<file path="config.mk">
export PLATFORM = sky130hd
export DESIGN_NAME = mdu_req_queue_flat
export DESIGN_NICKNAME = d
export VERILOG_FILES = /design/src/rtl/mdu_req_queue_if.sv /design/src/rtl/mdu_req_queue.sv /design/src/flat_wrapper.sv
export SDC_FILE = /design/constraint.sdc
export NUM_CORES = 1
export LEC_CHECK = 0
export ABC_AREA = 1
export ABC_CLOCK_PERIOD_IN_PS = 5650
export BUFFER_PORTS_ARGS = -buffer_cell sky130_fd_sc_hd__buf_4
export CORE_UTILIZATION = 40
export CTS_BUF_LIST = sky130_fd_sc_hd__clkbuf_2
export DETAILED_ROUTE_END_ITERATION = 6
export PLACE_DENSITY = 0.62
export SLEW_MARGIN = 20
export SYNTH_ARGS = -nofsm -noshare
export SYNTH_HDL_FRONTEND = slang
export SYNTH_SLANG_ARGS = --single-unit
</file>
<file path="constraint.sdc">
create_clock -name clk -period 5.65 [get_ports clk]
set_clock_uncertainty 0.15 [all_clocks]
set_input_delay 1.13 -clock clk [delete_from_list [all_inputs] [get_ports clk]]
set_output_delay 1.13 -clock clk [all_outputs]
set_load 0.03 [all_outputs]
</file>
<file path="src/rtl/mdu_req_queue_if.sv">
// rtl/mdu_req_queue_if.sv - request, issue and status signals of the MDU request queue
interface mdu_req_queue_if;
    logic        in_valid;
    logic [3:0]  in_op;
    logic [31:0] in_a;
    logic [31:0] in_b;
    logic        in_ready;
    logic        busy;
    logic        start;
    logic [31:0] MDU_opA;
    logic [31:0] MDU_opB;
    logic [3:0]  MDUop;
    logic        pending;

    modport master (
        output in_valid, in_op, in_a, in_b, busy,
        input  in_ready, start, MDU_opA, MDU_opB, MDUop, pending
    );

    modport slave (
        input  in_valid, in_op, in_a, in_b, busy,
        output in_ready, start, MDU_opA, MDU_opB, MDUop, pending
    );
endinterface

</file>
<file path="src/rtl/mdu_req_queue.sv">
// rtl/mdu_req_queue.sv - 4-entry FIFO buffering E-stage MDU requests and issuing them as start pulses
module mdu_req_queue (
    input  logic           clk,
    input  logic           reset,
    mdu_req_queue_if.slave mdu
);
    logic [3:0]  op_mem [4];
    logic [31:0] a_mem  [4];
    logic [31:0] b_mem  [4];

    logic [2:0]  wr_ptr;
    logic [2:0]  rd_ptr;
    logic [2:0]  count;
    logic        full;
    logic        empty;
    logic        op_ok;
    logic        push;
    logic        issue;

    logic        start_q;
    logic [3:0]  op_q;
    logic [31:0] opa_q;
    logic [31:0] opb_q;

    // Occupancy is derived from the pointers, so clearing them clears the count.
    assign count = wr_ptr - rd_ptr;
    assign empty = (wr_ptr == rd_ptr);
    assign full  = (wr_ptr[1:0] == rd_ptr[1:0]) && (wr_ptr[2] != rd_ptr[2]);
    assign op_ok = (mdu.in_op >= 4'd1) && (mdu.in_op <= 4'd6);
    assign push  = mdu.in_valid && op_ok && !full;
    // busy only rises the cycle after start, so a live start also blocks issue.
    assign issue = !empty && !mdu.busy && !start_q;

    always_ff @(posedge clk) begin
        if (push) begin
            op_mem[wr_ptr[1:0]] <= mdu.in_op;
            a_mem[wr_ptr[1:0]]  <= mdu.in_a;
            b_mem[wr_ptr[1:0]]  <= mdu.in_b;
        end
    end

    always_ff @(posedge clk) begin
        if (reset) begin
            wr_ptr  <= 3'd0;
            rd_ptr  <= 3'd0;
            start_q <= 1'b0;
            op_q    <= 4'd0;
            opa_q   <= 32'd0;
            opb_q   <= 32'd0;
        end else begin
            if (push) begin
                wr_ptr <= wr_ptr + 3'd1;
            end
            if (issue) begin
                rd_ptr  <= rd_ptr + 3'd1;
                start_q <= 1'b1;
                op_q    <= op_mem[rd_ptr[1:0]];
                opa_q   <= a_mem[rd_ptr[1:0]];
                opb_q   <= b_mem[rd_ptr[1:0]];
            end else begin
                start_q <= 1'b0;
                op_q    <= 4'd0;
            end
        end
    end

    assign mdu.in_ready = !full;
    assign mdu.start    = start_q;
    assign mdu.MDUop    = op_q;
    assign mdu.MDU_opA  = opa_q;
    assign mdu.MDU_opB  = opb_q;
    assign mdu.pending  = (count != 3'd0) | start_q | mdu.busy;
endmodule

</file>
<file path="src/flat_wrapper.sv">
// flat-port wrapper written by rule: the top's interface ports become plain ports
module mdu_req_queue_flat 
  (clk, reset, mdu_in_valid, mdu_in_op, mdu_in_a, mdu_in_b, mdu_busy, mdu_in_ready, mdu_start, mdu_MDU_opA, mdu_MDU_opB, mdu_MDUop, mdu_pending);
  mdu_req_queue_if mdu_i ();
  input  logic clk;
  input  logic reset;
  input wire logic [$bits(mdu_i.in_valid)-1:0] mdu_in_valid;
  input wire logic [$bits(mdu_i.in_op)-1:0] mdu_in_op;
  input wire logic [$bits(mdu_i.in_a)-1:0] mdu_in_a;
  input wire logic [$bits(mdu_i.in_b)-1:0] mdu_in_b;
  input wire logic [$bits(mdu_i.busy)-1:0] mdu_busy;
  output wire logic [$bits(mdu_i.in_ready)-1:0] mdu_in_ready;
  output wire logic [$bits(mdu_i.start)-1:0] mdu_start;
  output wire logic [$bits(mdu_i.MDU_opA)-1:0] mdu_MDU_opA;
  output wire logic [$bits(mdu_i.MDU_opB)-1:0] mdu_MDU_opB;
  output wire logic [$bits(mdu_i.MDUop)-1:0] mdu_MDUop;
  output wire logic [$bits(mdu_i.pending)-1:0] mdu_pending;
  assign mdu_i.in_valid = mdu_in_valid;
  assign mdu_i.in_op = mdu_in_op;
  assign mdu_i.in_a = mdu_in_a;
  assign mdu_i.in_b = mdu_in_b;
  assign mdu_i.busy = mdu_busy;
  assign mdu_in_ready = mdu_i.in_ready;
  assign mdu_start = mdu_i.start;
  assign mdu_MDU_opA = mdu_i.MDU_opA;
  assign mdu_MDU_opB = mdu_i.MDU_opB;
  assign mdu_MDUop = mdu_i.MDUop;
  assign mdu_pending = mdu_i.pending;
  mdu_req_queue u_core (.clk(clk), .reset(reset), .mdu(mdu_i));
endmodule
</file>
==> results.txt, run 1 <==
The flow ran to the end, and the final reports show no timing, DRC or antenna violations. After synthesis, the largest area contributor takes up between 60 and 70% of total cell area. The capturing element type of the critical path is an output pin. The remaining global-route overflow is 0.

The post-synthesis instance area came out at 0.0134 mm2. In the post-synthesis netlist, the biggest area contributors are edfxtp_1 (61%), dfxtp_1 (11%), nor2_1 (9.8%). Setup repair after global routing left no endpoint under its margin. The final RePlAce weighted congestion is roughly 0.73. Data arrives at the worst endpoint at between 2 and 3 ns. The min-delay analysis places its worst path in the category input port to flip-flop. At the pin with the least slew margin, the transition time is slightly below 1 ns.

The floorplan step set the die height to 185 um. Once layout is complete, the utilization of the core stands at about 48%. Clock-pin slew was measured on the worst setup and hold paths at 0.11 ns.

The library cell used most frequently in the layout, excluding fill and tap cells, is nor2_1. TritonCTS built the clock tree. The count of antenna-violating nets left after detailed routing came out at 0. The total count of max-transition violations in the final report came to 0. The setup path with the least slack is of type flip-flop to output pin. Along the worst hold path, the cell count comes to 1. After technology mapping, the gate count stands at ~1200. Averaged over all synthesized cells, the footprint is ~11 um2. The count of H-tree levels built during CTS came out at 3. The number of hold buffers added after CTS is 0. The buffer depth of the longest clock path is 3. The clock sink count came out at between 300 and 400.

The synthesized design contains between 300 and 400 register bits. Sequential cells were found to cover 72.0% of the synthesized design area. In this run the critical register-to-register path is launched from u_core.rd_ptr[1]. The net total in the final layout came out at 1476.

The length in cells of the worst reg-to-reg path came out at 6. The routed via count divided by cell count came out at 4.65. The pin count of the biggest net entering global routing is 94.

For this run, the total global-route usage over all layers was measured as between 10% and 20%. The top cell types in the final layout, fill and taps aside, are nor2_1 (347), edfxtp_1 (272), o21ai_0 (157), buf_4 (147), nand2_1 (143). The headroom to the max-slew limit came out at about 34%. The count of cells resized by post-cts repair is 0. The DRC violations left is 0. The relative area change from synthesis to final layout came out at 16.5%.

The post-DP HPWL came out at approximately 16000 um. The number of buffers inserted by port buffering is approximately 140. TritonCTS created 91 clock buffers. The number of rows in the core area is 66. The width of the chip is between 150 and 200 um. The worst hold path begins at mdu_in_b[23]. The endpoint identified for the worst register-to-register timing path is u_core.a_mem[1][17]. The worst-case IR drop observed on VDD is roughly 0.18 mV.

Wires add up to roughly 28000 um. The top cell type by total area after synthesis is edfxtp_1. The count of final setup violators is 0. The later pin in the worst-skew pair is clocked with a latency of 0.85 ns. The wire length per cell after detailed routing is approximately 15 um. The initial antenna violation count is 2. The count of endpoints failing hold in the final timing report is 0. The via count of the routed design is approximately 8900. The largest fanout on the critical path is between 40 and 50.

Summed over all cells, the static leakage comes to 6.26 nW. After detailed placement, the total cell area comes to 0.0149 mm2. The minimum clock period is around 4 ns. The first-pass GRT wire length came out at 44500 um. The startpoint type of the worst setup path is a flip-flop.

The accumulated negative setup slack is 0 ns. The number of warnings printed during yosys synthesis came out at 0. The final total power is roughly 0.0054 W.

The die covers about 0.034 mm2. The via count of the first global-routing pass came to around 8600. The reg2reg setup slack came out at around 2.1 ns. The I/O pin count is about 140.

The end of the worst hold path is u_core.b_mem[0][23]. In the final layout, the share of cells above drive strength 1 is around a fifth. The final clock period utilization by the worst path came out at 69.4%. The distinct cell type count of the synthesized netlist is 20.

The peak clock frequency supported by timing is 0.255 GHz. The core box area came out at 0.0328 mm2. The count of routing violations after the opening detailed-route iteration is between 500 and 600. The post-CTS repair timing setup buffer count is 0. The post-route cell area is ~0.016 mm2. The effective utilization at floorplan is 41.0%. The required time of the critical path came out at about 4.4 ns. The first detailed-routing pass ran for 4 iterations.

Across the run, the number of max-cap violations was 0. CTS placed an instance of clkbuf_2 at the clock tree root. The power density relative to cell area is between 300 and 400 mW/mm2. The synthesized net count is approximately 1300.
-- through the flow --
step | setup WS (ns) | cells | hold slack, ns
after floorplan | 0.478 | 1218 | 0.321
after global placement | 2.03 | 1745 | 0.348
after detailed placement | 2.00 | 1745 | 0.351
after CTS | 1.60 | 1909 | 0.178
after global routing | 1.52 | 1911 | 0.195
final | 1.73 | 1911 | 0.307
-- logic make-up after synthesis --
kind of cell / after synthesis / share of synthesized area (%)
AO/OA/AOI/OAI: 208 / 7.75
XOR/XNOR: 3 / 0.196
adder cells (fa/ha/maj): 8 / 0.801
buffers and inverters: 146 / 4.89
flip-flops: 347 / 72.0
AND/OR/NAND/NOR: 506 / 14.4
-- flip-flops by register name, summed over array words and instances, names as in the netlist --
register            flops
u_core.mdu.start        1
u_core.wr_ptr           3
u_core.op_mem          16
u_core.mdu.MDU_opA     32
u_core.mdu.MDUop        4
u_core.a_mem          128
u_core.b_mem          128
u_core.mdu.MDU_opB     32
u_core.rd_ptr           3
-- power breakdown --
group          switching (W)  internal [W]  total, W  leakage [nW]
Combinational       0.000537      0.000267  0.000804          2.55
Sequential         0.0000653       0.00286   0.00293          3.08
Clock               0.000982      0.000652   0.00163         0.633
-- area by class of cell --
class / instances / area (um2)
antenna: 2 / 5.00
clock buffer: 139 / 696
clock inverter: 25 / 101
fill: 3050 / 17100
inverter: 80 / 303
multi-input combinational: 725 / 3140
sequential: 347 / 9680
tap: 442 / 553
timing repair buffer: 151 / 1180
-- layer usage --
layer  up-vias  GRT usage [%]  part of all wire [%]
li1       4480              -                     -
met1      4147           21.8                    45
met2       227           27.0                    47
met3        40           4.27                   6.0
met4         0           7.07                   1.9
met5         -              0                     0
-- synth_stat cells (all sizes together) --
cell type and n:
nand4 2, xor2 3, nor2 351, clkbuf 29, a21oi 8, buf 37
nand3 8, ha 7, inv 80, nand2 145, edfxtp 272, o21ai 200
dfxtp 75, fa 1
-- critical path, stage by stage (launching register included) --
cell and delay [ns]:
dfxtp_4 0.68, inv_1 0.24, ha_1 0.42, nand4_1 0.20
buf_4 0.24
-- worst max-delay path by stage --
stage,from,to,slack [ns],cells after the start
6_report,u_core.rd_ptr[1],mdu_in_ready,1.73,4
5_1_grt,u_core.rd_ptr[1],mdu_in_ready,1.52,4
4_1_cts,u_core.rd_ptr[1],mdu_in_ready,1.60,4
3_5_place_dp,mdu_in_op[3],u_core.b_mem[0][30],2.00,7
3_3_place_gp,mdu_in_valid,u_core.b_mem[1][30],2.03,8
2_1_floorplan,u_core.rd_ptr[1],u_core.a_mem[0][0],0.48,7
No activity file was read; power rests on OpenSTA's default activity.
==> inputs of run 2 (changes only) <==
--- a/config.mk
+++ b/config.mk
@@ -6,7 +6,7 @@
 export NUM_CORES = 1
 export LEC_CHECK = 0
 export ABC_AREA = 1
-export ABC_CLOCK_PERIOD_IN_PS = 5650
+export ABC_CLOCK_PERIOD_IN_PS = 3700
 export BUFFER_PORTS_ARGS = -buffer_cell sky130_fd_sc_hd__buf_4
 export CORE_UTILIZATION = 40
 export CTS_BUF_LIST = sky130_fd_sc_hd__clkbuf_2
==> constraint.sdc (replaced) <==
create_clock -name clk -period 3.7 [get_ports clk]
set_clock_uncertainty 0.15 [all_clocks]
set_input_delay 0.74 -clock clk [delete_from_list [all_inputs] [get_ports clk]]
set_output_delay 0.74 -clock clk [all_outputs]
set_load 0.03 [all_outputs]
==> run 2 against run 1 <==
  * Sequential power increased by 52%
  * Largest cell class unchanged
  * Worst hold slack got worse by 0.16 ns
  * Critical path depth increased by 1
  * Total power increased by 59%
  * Combinational power increased by 63%
  * Cell count increased by 4.2%
  * Flip-flop and latch count unchanged
  * Final area increased by 5.2%
  * Critical path type unchanged
==> results.txt, run 2 (synthesized netlist as in run 1, its figures left out) <==
The count of max-cap constraint violations came out at 0. The data arrival time of the critical path came out at 2.57 ns. The width of the chip is between 150 and 200 um. The final layout contains about 1600 nets. The count of cells resized by post-cts repair is 0. The buffer depth of the longest clock path came out at 3. The DRC violations left came out at 0. The headroom to the max-slew limit is between 40 and 50%.

In the layout the commonest cells are nor2_1 (347), edfxtp_1 (272), o21ai_0 (157), buf_4 (154), nand2_1 (143). The HPWL after detailed placement is between 15000 and 20000 um. The core box area is around 0.033 mm2.

The clock latency on the worst-skew pair is between 0.8 and 0.9 ns. Timing would allow up to a little under 0.3 GHz. The final clock period utilization by the worst path is between 90 and 100%.

After filler insertion, the fill cell instance count of the layout stands at about 3000. The min-delay analysis places its worst path in the category input port to flip-flop. The required time of the critical path came out at ~2.8 ns.

The clock-pin slew on the worst setup and hold paths is 0.10 ns. The leading cell type in the layout, fill and taps excluded is nor2_1. The total count of max-transition violations in the final report is 0. STA classifies the critical path startpoint as a flip-flop.

The count of routing violations after the opening detailed-route iteration is about 600. The effective utilization at floorplan came out at between 40 and 50%. The number of rows in the core area is 66. The transition time at the pin with the least slew margin is 0.842 ns. The count of endpoints failing hold in the final timing report is 0. The critical path is of the flip-flop to output pin type. Relative to the synthesized area, the layout overhead comes to 22.6%. In this run the count of I/O pins placed on the die edge is roughly 140. Along the worst path, the maximum fanout reaches 35.

The count of antenna-violating nets left after detailed routing is 0. Routability-driven placement finished with a final weighted congestion of between 0.7 and 0.8. The number of buffers inserted by port buffering is around 140. The initial antenna violation count is 1. The count of H-tree levels built during CTS came out at 3.

TritonCTS built the clock tree. The worst-case IR drop observed on VDD is 0.256 mV. After layout, the minimum clock period comes to 3.46 ns. The height of the die came out at 185 um. The share of final-layout standard cells stronger than drive strength 1 came out at between 20% and 30%. The count of final setup violators is 0. The remaining global-route overflow is 0.

The overall routed net length is between 20000 and 30000 um. The number of buffers inserted during clock tree synthesis is 90. The wire length per cell after detailed routing is 14.8 um. The setup slack after placement came out at just over 0.9 ns. The capturing element type of the critical path is an output pin. The leakage power total is between 6 and 7 nW. The run finished with clean final reports. The overall global routing resource usage came out at around 17%. The accumulated negative setup slack came out at 0 ns.

The first-pass GRT wire length is about 46000 um. The routed via count divided by cell count is approximately 4.6. Setup repair after global routing left no endpoint under its margin. The total iterations of the first detailed-routing run is 5. The via count of the routed design is 9213. Across all setup checks in the final design, the least slack found is ~0.24 ns.

The clock drives 347 sinks. The via count of the first global-routing pass is around 8900. The cell at the root of the clock tree is clkbuf_2.

Entering global routing, the biggest net connects ~110 pins. The die covers around 0.034 mm2. In this run the power density over the cells is between 500 and 600 mW/mm2.
==> run 2: what timing repair did <==
item                      CTS  global route
hold endpoints to repair  276             0
buffers inserted            0             0
hold buffers               69             0
==> run 2: where the power goes <==
group / switching, W / internal (W) / total (W)
combinational: 0.000851 / 0.000456 / 0.00131
sequential: 0.0000895 / 0.00437 / 0.00446
clock: 0.00155 / 0.00119 / 0.00274
total: 0.00249 / 0.00601 / 0.00851
==> run 2: cell type report <==
class	count	area, um2	area share (%)
diodes	1	2.50	0.0152
clock buffers	133	666	4.04
clock inverters	37	235	1.43
inverters	80	305	1.85
multi-input cells	725	3140	19.1
flip-flops and latches	347	9680	58.7
well taps	442	553	3.36
repair buffers	226	1900	11.5
==> run 2: worst max-delay path, stage by stage (launching register included) <==
cell     delay, ns
dfxtp_4       0.49
ha_1          0.27
fa_1          0.37
xor2_1        0.16
nand4_1       0.16
buf_4         0.23
==> run 2: path summary, 6_finish.rpt <==
path	depth (start not counted)	endpoint	start	slack, ns
setup / recovery	5	mdu_pending	u_core.rd_ptr[0]	0.24
hold / removal	4	u_core.rd_ptr[0]	mdu_busy	0.15
setup reg to reg	5	u_core.a_mem[2][14]	u_core.rd_ptr[0]	0.92
hold reg to reg	4	u_core.mdu.MDU_opA[16]	u_core.mdu.MDU_opA[16]	0.36
==> run 2: metrics by stage <==
stage / total power [W] / hold WS [ns] / util [%] / instances / instance area [um2]
finish: 0.00851 / 0.150 / 50.3 / 1991 / 16500
global route: 0.00900 / 0.114 / 50.3 / 1991 / 16500
CTS: 0.00863 / 0.0820 / 50.2 / 1990 / 16500
detailed placement: 0.00581 / 0.349 / 45.4 / 1751 / 14900
global placement: 0.00579 / 0.346 / 45.4 / 1751 / 14900
floorplan: 0.00538 / 0.321 / - / 1218 / 13400
==> run 2: layer usage <==
| metal | GRT usage [%] | wire, um | vias to the layer above |
|---|---|---|---|
| li1 | - | - | 4630 |
| met1 | 22.1 | 13100 | 4295 |
| met2 | 28.6 | 14100 | 234 |
| met3 | 3.93 | 1540 | 54 |
| met4 | 7.64 | 659 | 0 |
| met5 | 0 | 0 | - |
==> inputs of run 3 (changes only) <==
--- a/config.mk
+++ b/config.mk
@@ -8,10 +8,10 @@
 export ABC_AREA = 1
 export ABC_CLOCK_PERIOD_IN_PS = 3700
 export BUFFER_PORTS_ARGS = -buffer_cell sky130_fd_sc_hd__buf_4
-export CORE_UTILIZATION = 40
+export CORE_UTILIZATION = 34
 export CTS_BUF_LIST = sky130_fd_sc_hd__clkbuf_2
 export DETAILED_ROUTE_END_ITERATION = 6
-export PLACE_DENSITY = 0.62
+export PLACE_DENSITY = 0.55
 export SLEW_MARGIN = 20
 export SYNTH_ARGS = -nofsm -noshare
 export SYNTH_HDL_FRONTEND = slang
==> run 3 against run 2 <==
  * Critical path depth did not move
  * Wire length rose by 2.6%
  * Via count fell by 1.2%
==> results.txt, run 3 (synthesized netlist as in run 1, its figures left out) <==
The headroom to the max-slew limit is between 30% and 40%. The initial antenna violation count came out at 3. In this run the critical register-to-register path is launched from u_core.wr_ptr[0].

The count of routing violations after the opening detailed-route iteration is approximately 510. The width of the chip came out at 201 um. The minimum clock period came out at 3.49 ns.

Setup violations remaining at the end of the flow were counted as 0. The global routing met1 resource utilization is between 10% and 20%. The net total in the final layout came out at between 1500 and 2000. Summed over all layers, the routed wires come to around 30000 um. Dividing the final minimum period by the clock period gives 94.4%. The count of H-tree levels built during CTS came out at 3.

The number of rows in the core area is slightly above 70. The power density relative to cell area came out at between 500 and 600 mW/mm2. The final RePlAce weighted congestion is 0.748. The flow ran to the end, and the final reports show no timing, DRC or antenna violations. The number of buffers inserted by port buffering is 142. The critical path starts at u_core.rd_ptr[1]. The routed via count divided by cell count came out at between 4 and 5. The relative area change from synthesis to final layout is 23.4%. Once layout is done, the placed cells without fillers occupy 0.0166 mm2.

For the pin with the worst max-slew slack, the measured transition is just over 1 ns. The global routing stage identified its most utilized layer as met2. The capturing element type of the critical path is an output pin.

From bottom edge to top edge, the die measures ~200 um. The number of buffers inserted during clock tree synthesis is 88. The tightest min-delay check is of the input port to flip-flop type. The DRC violations left came out at 0.

In this run the worst path has a maximum fanout of just over 60. The clock drives 347 sinks. The origin of the worst min-delay path is mdu_busy.

Leaving out fill and tap cells, the most frequent cell in the layout is nor2_1. The initial utilization of the core area, before any placement, comes to 34.6%. The via count of the routed design came out at between 9000 and 10000. The clock-pin slew on the worst setup and hold paths came out at around 0.09 ns. The number of placed instances, taps included, is between 1500 and 2000. The TritonCTS clock tree is done. The total overflow left after global routing is 0. The cell at the root of the clock tree is clkbuf_2.

The share of final-layout standard cells stronger than drive strength 1 came out at between 20% and 30%. The clock latency on the worst-skew pair is roughly 0.95 ns. The via count of the first global-routing pass was around 9000. For the final routed database, the setup TNS stands at 0 ns.

The buffer depth of the longest clock path is 3. The die covers 0.0403 mm2. The wire length per cell after detailed routing is between 10 and 15 um. The count of max-cap constraint violations is 0. The worst slack on hold paths came out at roughly 0.13 ns. The count of placed standard cells in the final layout, fillers left out came out at about 2100.

The pin count of the biggest net entering global routing is between 90 and 100. The type of the worst setup path is flip-flop to output pin. In this run the standard cell core region covers 0.0388 mm2. For this design the static power due to leakage is approximately 6.6 nW. The fraction of met3 tracks used by global routing is 3.69%. The startpoint type of the worst setup path is a flip-flop. The detail route stage leaves a number of antenna-violating nets equal to 0.

For this design the top-level I/O count stands at roughly 140. The placement-stage cell area came out at about 0.015 mm2. The count of endpoints failing hold in the final timing report was 0.

Data on the critical path is required at its endpoint by between 2 and 3 ns. The top cell types in the final layout, fill and taps aside, are nor2_1 (347), edfxtp_1 (272), o21ai_0 (157), buf_4 (156), nand2_1 (143). The met2 global-route usage came out at approximately a quarter. Setup repair after global routing left no endpoint under its margin. Across every metal layer, demand over resource in global routing totals between 10% and 20%.

The first detailed-routing pass took 5 iterations. The peak clock frequency supported by timing came out at approximately 0.29 GHz. The data arrival time of the critical path is 2.60 ns. The total count of max-transition violations in the final report is 0.

The first-pass GRT wire length came out at around 47000 um. The maximum vdd drop is between 0.2 and 0.25 mV. The post-DP HPWL is 17300 um.
==> run 3: routing by layer <==
| layer | wire length, um | share of wire, % |
|---|---|---|
| met1 | 13800 | 46 |
| met3 | 1330 | 4.4 |
| met5 | 10 | 0.033 |
| met2 | 14400 | 48 |
| met4 | 563 | 1.9 |
==> run 3: area by class of cell <==
cell class	count	area [um2]
Fill cell	3749	22200
Sequential cell	347	9680
Multi-Input combinational cell	725	3140
Timing Repair Buffer	229	1920
Clock buffer	140	701
Tap cell	518	648
Inverter	80	303
Clock inverter	25	181
Antenna cell	2	5.00
==> run 3: worst paths after layout <==
path | end | cells after the start | slack (ns)
max | mdu_pending | 5 | 0.21
min | u_core.rd_ptr[1] | 4 | 0.13
max reg2reg | u_core.rd_ptr[2] | 8 | 0.97
min reg2reg | u_core.mdu.MDU_opA[14] | 4 | 0.37
==> run 3: power by group <==
group | internal (W) | total (W) | switching [W]
Sequential | 0.00437 | 0.00444 | 0.0000709
Combinational | 0.000464 | 0.00133 | 0.000871
Clock | 0.00121 | 0.00274 | 0.00153
==> run 3: critical path: stages, from the launching register on <==
cell and delay [ns]:
dfxtp_4 0.36, buf_6 0.24, fa_1 0.49, xor2_1 0.16
nand4_1 0.18, buf_4 0.25
==> run 3: what timing repair did <==
item                                   in CTS  in global routing
hold buffers                               70                  0
setup endpoints to repair                   1                  1
setup buffers                               0                  0
endpoints found under the hold margin     276                  0
gates resized for setup                     1                  1
==> run 3: per-stage QoR <==
stage                     total power [W]  utilization (%)  worst slack [ns]
after floorplan                   0.00538                -            -0.388
after global routing              0.00901             42.7            0.0105
after CTS                         0.00866             42.7            0.0629
after detailed placement          0.00582             38.6             0.939
final                             0.00851             42.7             0.208
after global placement            0.00581             38.6             0.934
